`src/rtl/hazard_scoreboard.sv`:
```
// Scoreboard-driven stall/forward unit: tracks in-flight register writers across DEPTH post-decode slots
// and owns the multiply/divide busy counter that gates HI/LO accesses.
module hazard_scoreboard #(
    parameter int AW      = 5,
    parameter int TW      = 3,
    parameter int DEPTH   = 3,
    parameter int SW      = 2,
    parameter int MUL_LAT = 5,
    parameter int DIV_LAT = 10
) (
    input  logic          clk,
    input  logic          reset,
    input  logic          D_valid,
    input  logic [AW-1:0] D_rs,
    input  logic [AW-1:0] D_rt,
    input  logic          D_use_rs,
    input  logic          D_use_rt,
    input  logic [TW-1:0] D_tuse_rs,
    input  logic [TW-1:0] D_tuse_rt,
    input  logic [AW-1:0] D_dst,
    input  logic [TW-1:0] D_tnew,
    input  logic          D_md_start,
    input  logic          D_md_div,
    input  logic          D_hilo_use,
    output logic          Stall,
    output logic [SW-1:0] Fsel_rs_D,
    output logic [SW-1:0] Fsel_rt_D,
    output logic [SW-1:0] Fsel_rs_E,
    output logic [SW-1:0] Fsel_rt_E,
    output logic          MD_busy
);

    localparam int CW = $clog2(DIV_LAT + 1);

    logic [DEPTH:1]  slot_valid;
    logic [AW-1:0]   slot_dst  [1:DEPTH];
    logic [TW-1:0]   slot_tnew [1:DEPTH];
    logic [AW-1:0]   e_rs, e_rt;
    logic            e_use_rs, e_use_rt;
    logic [CW-1:0]   md_count;
    logic            issue;

    logic            rs_hit, rt_hit, ers_hit, ert_hit;
    logic [SW-1:0]   rs_idx, rt_idx, ers_idx, ert_idx;
    logic [TW-1:0]   rs_tnew, rt_tnew, ers_tnew, ert_tnew;
    logic            stall_rs, stall_rt, stall_hilo;

    // Scans from the oldest slot down so the nearest (smallest k) match overwrites older ones.
    function automatic void lookup(input logic [AW-1:0] r, input int first,
                                   output logic hit, output logic [SW-1:0] idx,
                                   output logic [TW-1:0] tn);
        hit = 1'b0;
        idx = '0;
        tn  = '0;
        for (int k = DEPTH; k >= first; k--) begin
            if (slot_valid[k] && slot_dst[k] == r && r != '0) begin
                hit = 1'b1;
                idx = SW'(k);
                tn  = slot_tnew[k];
            end
        end
    endfunction

    always_comb begin
        lookup(D_rs, 1, rs_hit, rs_idx, rs_tnew);
        lookup(D_rt, 1, rt_hit, rt_idx, rt_tnew);
        lookup(e_rs, 2, ers_hit, ers_idx, ers_tnew);
        lookup(e_rt, 2, ert_hit, ert_idx, ert_tnew);

        stall_rs   = D_valid && D_use_rs && rs_hit && (rs_tnew > D_tuse_rs);
        stall_rt   = D_valid && D_use_rt && rt_hit && (rt_tnew > D_tuse_rt);
        stall_hilo = D_valid && D_hilo_use && MD_busy;
        Stall      = stall_rs || stall_rt || stall_hilo;

        Fsel_rs_D = (rs_hit && rs_tnew == '0) ? rs_idx : '0;
        Fsel_rt_D = (rt_hit && rt_tnew == '0) ? rt_idx : '0;
        Fsel_rs_E = (slot_valid[1] && e_use_rs && ers_hit && ers_tnew == '0) ? ers_idx : '0;
        Fsel_rt_E = (slot_valid[1] && e_use_rt && ert_hit && ert_tnew == '0) ? ert_idx : '0;
    end

    assign issue   = D_valid && !Stall;
    assign MD_busy = (md_count != '0);

    // Slot 1 captures the issuing instruction (or a bubble); older slots shift with tnew counting down.
    always_ff @(posedge clk or posedge reset) begin
        if (reset) begin
            slot_valid <= '0;
            for (int k = 1; k <= DEPTH; k++) begin
                slot_dst[k]  <= '0;
                slot_tnew[k] <= '0;
            end
            e_rs     <= '0;
            e_rt     <= '0;
            e_use_rs <= 1'b0;
            e_use_rt <= 1'b0;
        end else begin
            slot_valid[1] <= issue;
            slot_dst[1]   <= D_dst;
            slot_tnew[1]  <= D_tnew;
            e_rs          <= D_rs;
            e_rt          <= D_rt;
            e_use_rs      <= D_use_rs;
            e_use_rt      <= D_use_rt;
            for (int k = 2; k <= DEPTH; k++) begin
                slot_valid[k] <= slot_valid[k-1];
                slot_dst[k]   <= slot_dst[k-1];
                slot_tnew[k]  <= (slot_tnew[k-1] != '0) ? slot_tnew[k-1] - TW'(1) : '0;
            end
        end
    end

    // A new mult/div only issues once the counter is idle, because it also counts as a HI/LO user.
    always_ff @(posedge clk or posedge reset) begin
        if (reset) begin
            md_count <= '0;
        end else if (issue && D_md_start) begin
            md_count <= D_md_div ? CW'(DIV_LAT) : CW'(MUL_LAT);
        end else if (md_count != '0) begin
            md_count <= md_count - CW'(1);
        end
    end

endmodule

```
`config.mk`:
```
export PLATFORM = sky130hd
export DESIGN_NAME = hazard_scoreboard
export DESIGN_NICKNAME = d
export VERILOG_FILES = /design/src/rtl/hazard_scoreboard.sv
export SDC_FILE = /design/constraint.sdc
export NUM_CORES = 1
export LEC_CHECK = 0
export BUFFER_PORTS_ARGS = -buffer_cell sky130_fd_sc_hd__buf_4
export CORE_MARGIN = 1
export CORE_UTILIZATION = 55
export DETAILED_ROUTE_END_ITERATION = 8
export GPL_ROUTABILITY_DRIVEN = 1
export GPL_TIMING_DRIVEN = 1
export PLACE_DENSITY = 0.78
export SETUP_SLACK_MARGIN = 0.3
export SLEW_MARGIN = 20
export SYNTH_ARGS = -nofsm -noshare
export SYNTH_HDL_FRONTEND = slang
export SYNTH_SLANG_ARGS = --single-unit
```
`constraint.sdc`:
```
create_clock -name clk -period 5.2 [get_ports clk]
set_input_delay 1.04 -clock clk [delete_from_list [all_inputs] [get_ports clk]]
set_output_delay 1.04 -clock clk [all_outputs]
set_load 0.02 [all_outputs]
```
==> results.md, run 1 <==
* Status: finished, final reports clean
* Drt wl/cell at 16.0 um
* Clock transition at path regs at 0.08 ns
* Syn_area_per_cell at 10.3 um^2
* Max Clock Freq at 211 MHz
* Largest fanout on the critical path at 6
* Placement row count at 24
* Worst hold path type: reg -> reg
* # fillers at 350
* Final #Nets at 333
* Setup TNS at 0 ns
* Initial core utilization at 57.6%
* Synthesized Nets at 290
* Skew final at 0.00550 ns
* Unrepaired setup endpoints after global routing: no
* Sw Pwr at 0.248 mW
* Switching Fraction at 30.8%
* Initial drt markers at 172
* Vias per cell at 5.71
* VDD IR max at 0.215 mV
* CORE AREA at 4380 um^2
* Area of the die at 4870 um^2
* N_diodes at 0
* Total CTS buffers at 5
* Async S/R FF share, synth at 100%
* Adder-Cell Fraction of Synth Area at 5.94%
* Num ports at 42
* Compound-Gate Fraction of Synth Area at 7.92%
* Largest net degree at the start of global routing at 44
* Synth Warn # at 0
* Most frequent cells after synthesis: dfrtp_1 (43), xnor2_1 (43), nand2_1 (19)
* Input/output buffers at 41
* Clk_lat worst skew at 0.30 ns
* H-tree Lvls at 2
* Slew Viols, Final at 0
* Die Wd at 69.8 um
* Tightest Pin Transition at 0.750 ns
* Routed vias at 1952
* Largest area contributor in the netlist: dfrtp_1
* Setup Viol. Count Final at 0
* CTS max path bufs at 2
* Routability cong. at 0.889
* Final min period at 4.75 ns
* Main combinational cell family by area after synthesis: simple AND/OR/NAND/NOR gates
* CTS Sinks at 43
* Initial antenna violation count at 0
* Grt ovf at 0
* Yosys cell types at 44
* CTS tree: built
* Worst Setup End Kind: output port
* Simple-gate share of the synthesized area at 19.0%
* XOR/XNOR Fraction of Synth Area at 18.0%
* GRT Total Usage at 25.6%
* Lkg Pwr at 1.29 nW
* Final wirelength at 5480 um
* Final Hold Violating Endpoints at 0
* Fraction of layout cells with a size suffix above 1 at 22.4%
* Chip Height at 69.8 um
* Portion of netlist area occupied by mux cells at 3.02%
* Reg-to-reg slack, setup at 2.01 ns
* HPWL Detailed at 4250 um
* Dominant cells by area after synthesis: dfrtp_1 (43%), xnor2_1 (15%), ha_1 (5.9%)
* Root buffer cell: clkbuf_8
* Antenna-violating nets left at 0
* WP data required at 4.16 ns
* Yosys reg bits at 43
* Post-synth EDFFs at 0
* First-pass GRT wire length at 9670 um
* WS Path Type: in -> out
* Register share of total power at 50.9%
* Router iterations before antenna repair at 4
* Mapped Cells at 246
* Max Cap Violations at 0
* Critical Path AT at 3.71 ns
* Vias in the first global route at 2032
* Area Overhead vs Synth at 17.7%
* Final worst-path cycle share at 91.3%
* Internal at 0.558 mW
* Post-synth design cell area at 2530 um^2
* Comb pwr share at 23.2%
* Remaining DRCs at 0
* Pwr Total at 0.806 mW
* # Post-CTS Setup Buffers at 0
* Final hold slack at 0.446 ns
* Relative slew slack at 49.6%
* Synth top area share at 42.6%
* Clk pwr share at 25.8%
* Seq/Total Area, Yosys at 42.6%
* Main synth FF type: dfrtp_1
* Pwr dens at 271 nW/um^2
* CP startpoint kind: input port
## per-layer routing
metal / vias to the layer above / GRT usage (%) / share of wire (%) / wire (um)
met5: - / 0 / 0 / 0
met4: 0 / 9.33 / 2.0 / 111
met3: 14 / 5.52 / 6.5 / 355
met2: 70 / 38.8 / 46 / 2520
met1: 925 / 36.4 / 45 / 2490
li1: 943 / - / - / -
## cells by family after synthesis
| family | Yosys count |
|---|---|
| buffers and inverters | 21 |
| and+or+nand+nor | 86 |
| muxes | 7 |
| DFF | 43 |
| xor gates and xnor gates | 52 |
| adders and majority gates | 12 |
| AOI/OAI and AO/OA | 25 |
## what timing repair did
action,CTS,global route
setup endpoints to repair,1,1
pin swaps,0,1
gates resized for setup,1,1
hold buffers,0,0
## critical path: stages
cell and delay, ns:
buf_4 0.14, or4_4 0.55, nor2_2 0.21, nor4_2 0.15, a311oi_2 0.32, nor2_1 0.07
ha_1 0.29, nor2b_1 0.13, o21ai_0 0.16, nand2b_1 0.12, o311ai_4 0.09, nand2_1 0.11
a31o_1 0.19, buf_4 0.15
## worst paths after layout
kind,endpoint,depth (start not counted),from
setup / recovery,Stall,14,D_rt[1]
hold / removal,slot_dst[9]$_DFF_PP0_,0,slot_dst[14]$_DFF_PP0_
setup reg to reg,md_count[1]$_DFFE_PP0P_,10,slot_dst[3]$_DFF_PP0_
hold reg to reg,slot_dst[9]$_DFF_PP0_,0,slot_dst[14]$_DFF_PP0_
max in group asynchronous,slot_dst[14]$_DFF_PP0_,3,reset
min in group asynchronous,slot_tnew[3]$_DFF_PP0_,3,reset
## stage by stage
step	worst slack [ns]	area, um^2	utilization (%)	cells
floorplan	0.634	2530	-	246
global placement	0.256	2880	65.6	334
detailed placement	0.256	2880	65.6	334
CTS	0.435	2970	67.7	342
global route	0.323	2970	67.8	342
finish	0.453	2970	67.8	342
## cells in the final DEF, fill, tap and decap left out, drive strengths merged, types with 3 or more instances in the layout
cell type  count
xnor2         43
dfrtp         43
buf           42
nand2         19
nor2          16
inv           15
ha            12
nand4         10
xor2           9
nor3           9
nor4           8
o21ai          7
clkbuf         6
mux2i          5
nand3          5
or4            5
a21oi          4
nor4b          3
a31oi          3
or3            3
## power groups by stage
| stage | clock, mW | combinational (mW) | sequential (mW) |
|---|---|---|---|
| 2_1_floorplan | 0 | 0.137 | 0.402 |
| 3_3_place_gp | 0 | 0.182 | 0.416 |
| 3_5_place_dp | 0 | 0.187 | 0.417 |
| 4_1_cts | 0.216 | 0.189 | 0.410 |
| 5_1_grt | 0.230 | 0.215 | 0.417 |
| 6_report | 0.208 | 0.187 | 0.411 |
## registers in the layout, summed over array words and instances (netlist names)
register / cells
e_rt: 5
slot_tnew: 9
md_count: 4
slot_valid: 3
e_rs: 5
e_use_rt: 1
e_use_rs: 1
slot_dst: 15
## area by class of cell
class	instances	area, um^2	share of cell area [%]
Multi-Input combinational cell	182	1380	46.3
Sequential cell	43	1080	36.2
Timing Repair Buffer	42	315	10.6
Clock buffer	6	72.6	2.44
Tap cell	52	65.1	2.19
Inverter	15	56.3	1.89
Clock inverter	2	12.5	0.421
(Power assumes the default switching activity.)
==> run 2, diff against run 1 <==
==> constraint.sdc (replaced) <==
create_clock -name clk -period 5.8 [get_ports clk]
set_input_delay 1.16 -clock clk [delete_from_list [all_inputs] [get_ports clk]]
set_output_delay 1.16 -clock clk [all_outputs]
set_load 0.02 [all_outputs]
==> results.md, run 2 (synthesis results as in run 1) <==
* VDD IR max at 0.184 mV
* R2R Path Start: slot_dst[3]$_DFF_PP0_
* GRT Total Usage at 25.7%
* CTS Sinks at 43
* Comb pwr share at 23.2%
* Crit-path slowest cell: nor4_1
* Lkg Pwr at 1.29 nW
* Largest fanout on the critical path at 6
* Post-cts resize count at 0
* Max Cap Violations at 0
* Input/output buffers at 41
* Remaining DRCs at 0
* Path depth of the worst reg2reg path at 10
* Max FFs per register at 15
* Area of the die at 4870 um^2
* Critical Path AT at 4.01 ns
* Reg-to-reg slack, setup at 2.30 ns
* Worst Path Buf+Inv at 2
* Chip Height at 69.8 um
* CP startpoint kind: input port
* Setup Viol. Count Final at 0
* Status: finished, final reports clean
* Initial core utilization at 57.6%
* Area Overhead vs Synth at 17.2%
* Worst-path cell chain: buf_4, or4_4, nor2_2, nor4_1, a311oi_1, nor2_1, ha_1, nor2b_1, o21ai_0, nand2b_1, o311ai_4, nand2_1, a31o_1, buf_4
* Worst path top cell family by delay: simple AND/OR/NAND/NOR gates
* Largest regs: slot_dst: 15 flops, slot_tnew: 9 flops
* Critical path depth at 14
* R2r endpoint: md_count[1]$_DFFE_PP0P_
* Worst setup path end: Stall
* Placed Area at 2880 um^2
* Root buffer cell: clkbuf_8
* # Post-CTS Setup Buffers at 0
* Most frequent cells in the layout: xnor2_1 (43), dfrtp_1 (43), buf_4 (42), nand2_1 (19), inv_1 (15)
* CTS tree: built
* Initial drt markers at 208
* Register share of total power at 51.2%
* HPWL Detailed at 4260 um
* Pwr dens at 244 nW/um^2
* CTS max path bufs at 2
* Placement row count at 24
* Multi-input logic area at 1360 um^2
* Max Clock Freq at 193 MHz
* Tightest Pin Transition at 1.11 ns
* Die Wd at 69.8 um
* Vias per cell at 5.66
* Largest net degree at the start of global routing at 44
* Final wirelength at 5480 um
* Routability cong. at 0.889
* Clk_lat worst skew at 0.29 ns
* Final #Nets at 333
* Fraction of layout cells with a size suffix above 1 at 21.7%
* Routed vias at 1935
* Clk pwr share at 25.6%
* Sw Pwr at 0.221 mW
* First-pass GRT wire length at 9690 um
* Worst Setup End Kind: output port
* Router iterations before antenna repair at 4
* Hold-fix buffers at CTS at 0
* Final worst-path cycle share at 89.2%
* Drt wl/cell at 16.0 um
* Vias in the first global route at 1987
* H-tree Lvls at 2
* Final Hold Violating Endpoints at 0
* Initial antenna violation count at 0
* Total CTS buffers at 5
* Reg area at 1080 um^2
* Post-route cell area at 2960 um^2
* Relative slew slack at 25.1%
* CORE AREA at 4380 um^2
* Unrepaired setup endpoints after global routing: no
* Largest Register: slot_dst
* Num ports at 42
* Grt ovf at 0
* Clock transition at path regs at 0.08 ns
* Switching Fraction at 30.6%
* WP data required at 4.64 ns
* Critical Path Max Stage Delay at 0.95 ns
* Internal at 0.500 mW
* Critical Path Most Common Cell: buf_4
* # fillers at 364
* WS Path Type: in -> out
* N_diodes at 0
* Non-filler cells, final at 342
* CP Launch Point: D_rt[3]
* Skew final at 0.00478 ns
* Final min period at 5.17 ns
* Worst hold path type: reg -> reg
* Antenna-violating nets left at 0
* Setup TNS at 0 ns
* Placed Cells at 334
* Slew Viols, Final at 0
run 2: cell counts in the layout (fill, tap and decap cells not counted):
Identical to the previous run, type by type.
run 2: per-stage QoR:
| step | util (%) | worst slack (ns) | hold WS (ns) | total power, mW |
|---|---|---|---|---|
| 2_1_floorplan | - | 0.994 | 0.352 | 0.483 |
| 3_5_place_dp | 65.6 | 0.650 | 0.428 | 0.542 |
| 6_report | 67.5 | 0.626 | 0.444 | 0.721 |
| 4_1_cts | 67.5 | 0.639 | 0.447 | 0.726 |
| 5_1_grt | 67.5 | 0.433 | 0.473 | 0.770 |
| 3_3_place_gp | 65.6 | 0.616 | 0.431 | 0.536 |
run 2: how the worst min path moves through the flow:
stage | end | cells after the start | slack (ns) | start
after floorplan | slot_dst[4]$_DFF_PP0_ | 0 | 0.35 | slot_dst[9]$_DFF_PP0_
after global placement | slot_dst[9]$_DFF_PP0_ | 0 | 0.43 | slot_dst[14]$_DFF_PP0_
after detailed placement | slot_dst[9]$_DFF_PP0_ | 0 | 0.43 | slot_dst[14]$_DFF_PP0_
after CTS | slot_dst[9]$_DFF_PP0_ | 0 | 0.45 | slot_dst[14]$_DFF_PP0_
after global routing | slot_dst[6]$_DFF_PP0_ | 0 | 0.47 | slot_dst[11]$_DFF_PP0_
final | slot_dst[9]$_DFF_PP0_ | 0 | 0.44 | slot_dst[14]$_DFF_PP0_
run 2: power by group through the flow:
stage / combinational, mW / clock (mW) / sequential, mW
detailed placement: 0.168 / 0 / 0.374
global placement: 0.163 / 0 / 0.373
global route: 0.192 / 0.205 / 0.373
finish: 0.167 / 0.185 / 0.369
CTS: 0.169 / 0.189 / 0.368
floorplan: 0.123 / 0 / 0.360
run 2: worst register-to-register path: stages (launching register included):
cell	delay, ns
dfrtp_1	0.49
xnor2_1	0.20
nand4_1	0.12
nor4_1	0.86
a311oi_1	0.25
or2_1	0.28
ha_1	0.27
a31oi_1	0.27
o311ai_4	0.16
nand3_2	0.17
mux2_1	0.33
run 2: area by class of cell:
type,instances,area share [%]
clock buffers,6,2.45
clock inverters,2,0.423
inverters,15,1.90
multi-input cells,182,46.0
flip-flops and latches,43,36.3
well taps,52,2.20
repair buffers,42,10.7
run 2: per-layer routing:
layer / track usage, % / routed length [um] / up-vias
met2: 38.7 / 2590 / 48
met3: 4.07 / 295 / 9
met4: 10.2 / 70 / 0
li1: - / - / 941
met5: 0 / 0 / -
met1: 37.2 / 2520 / 937
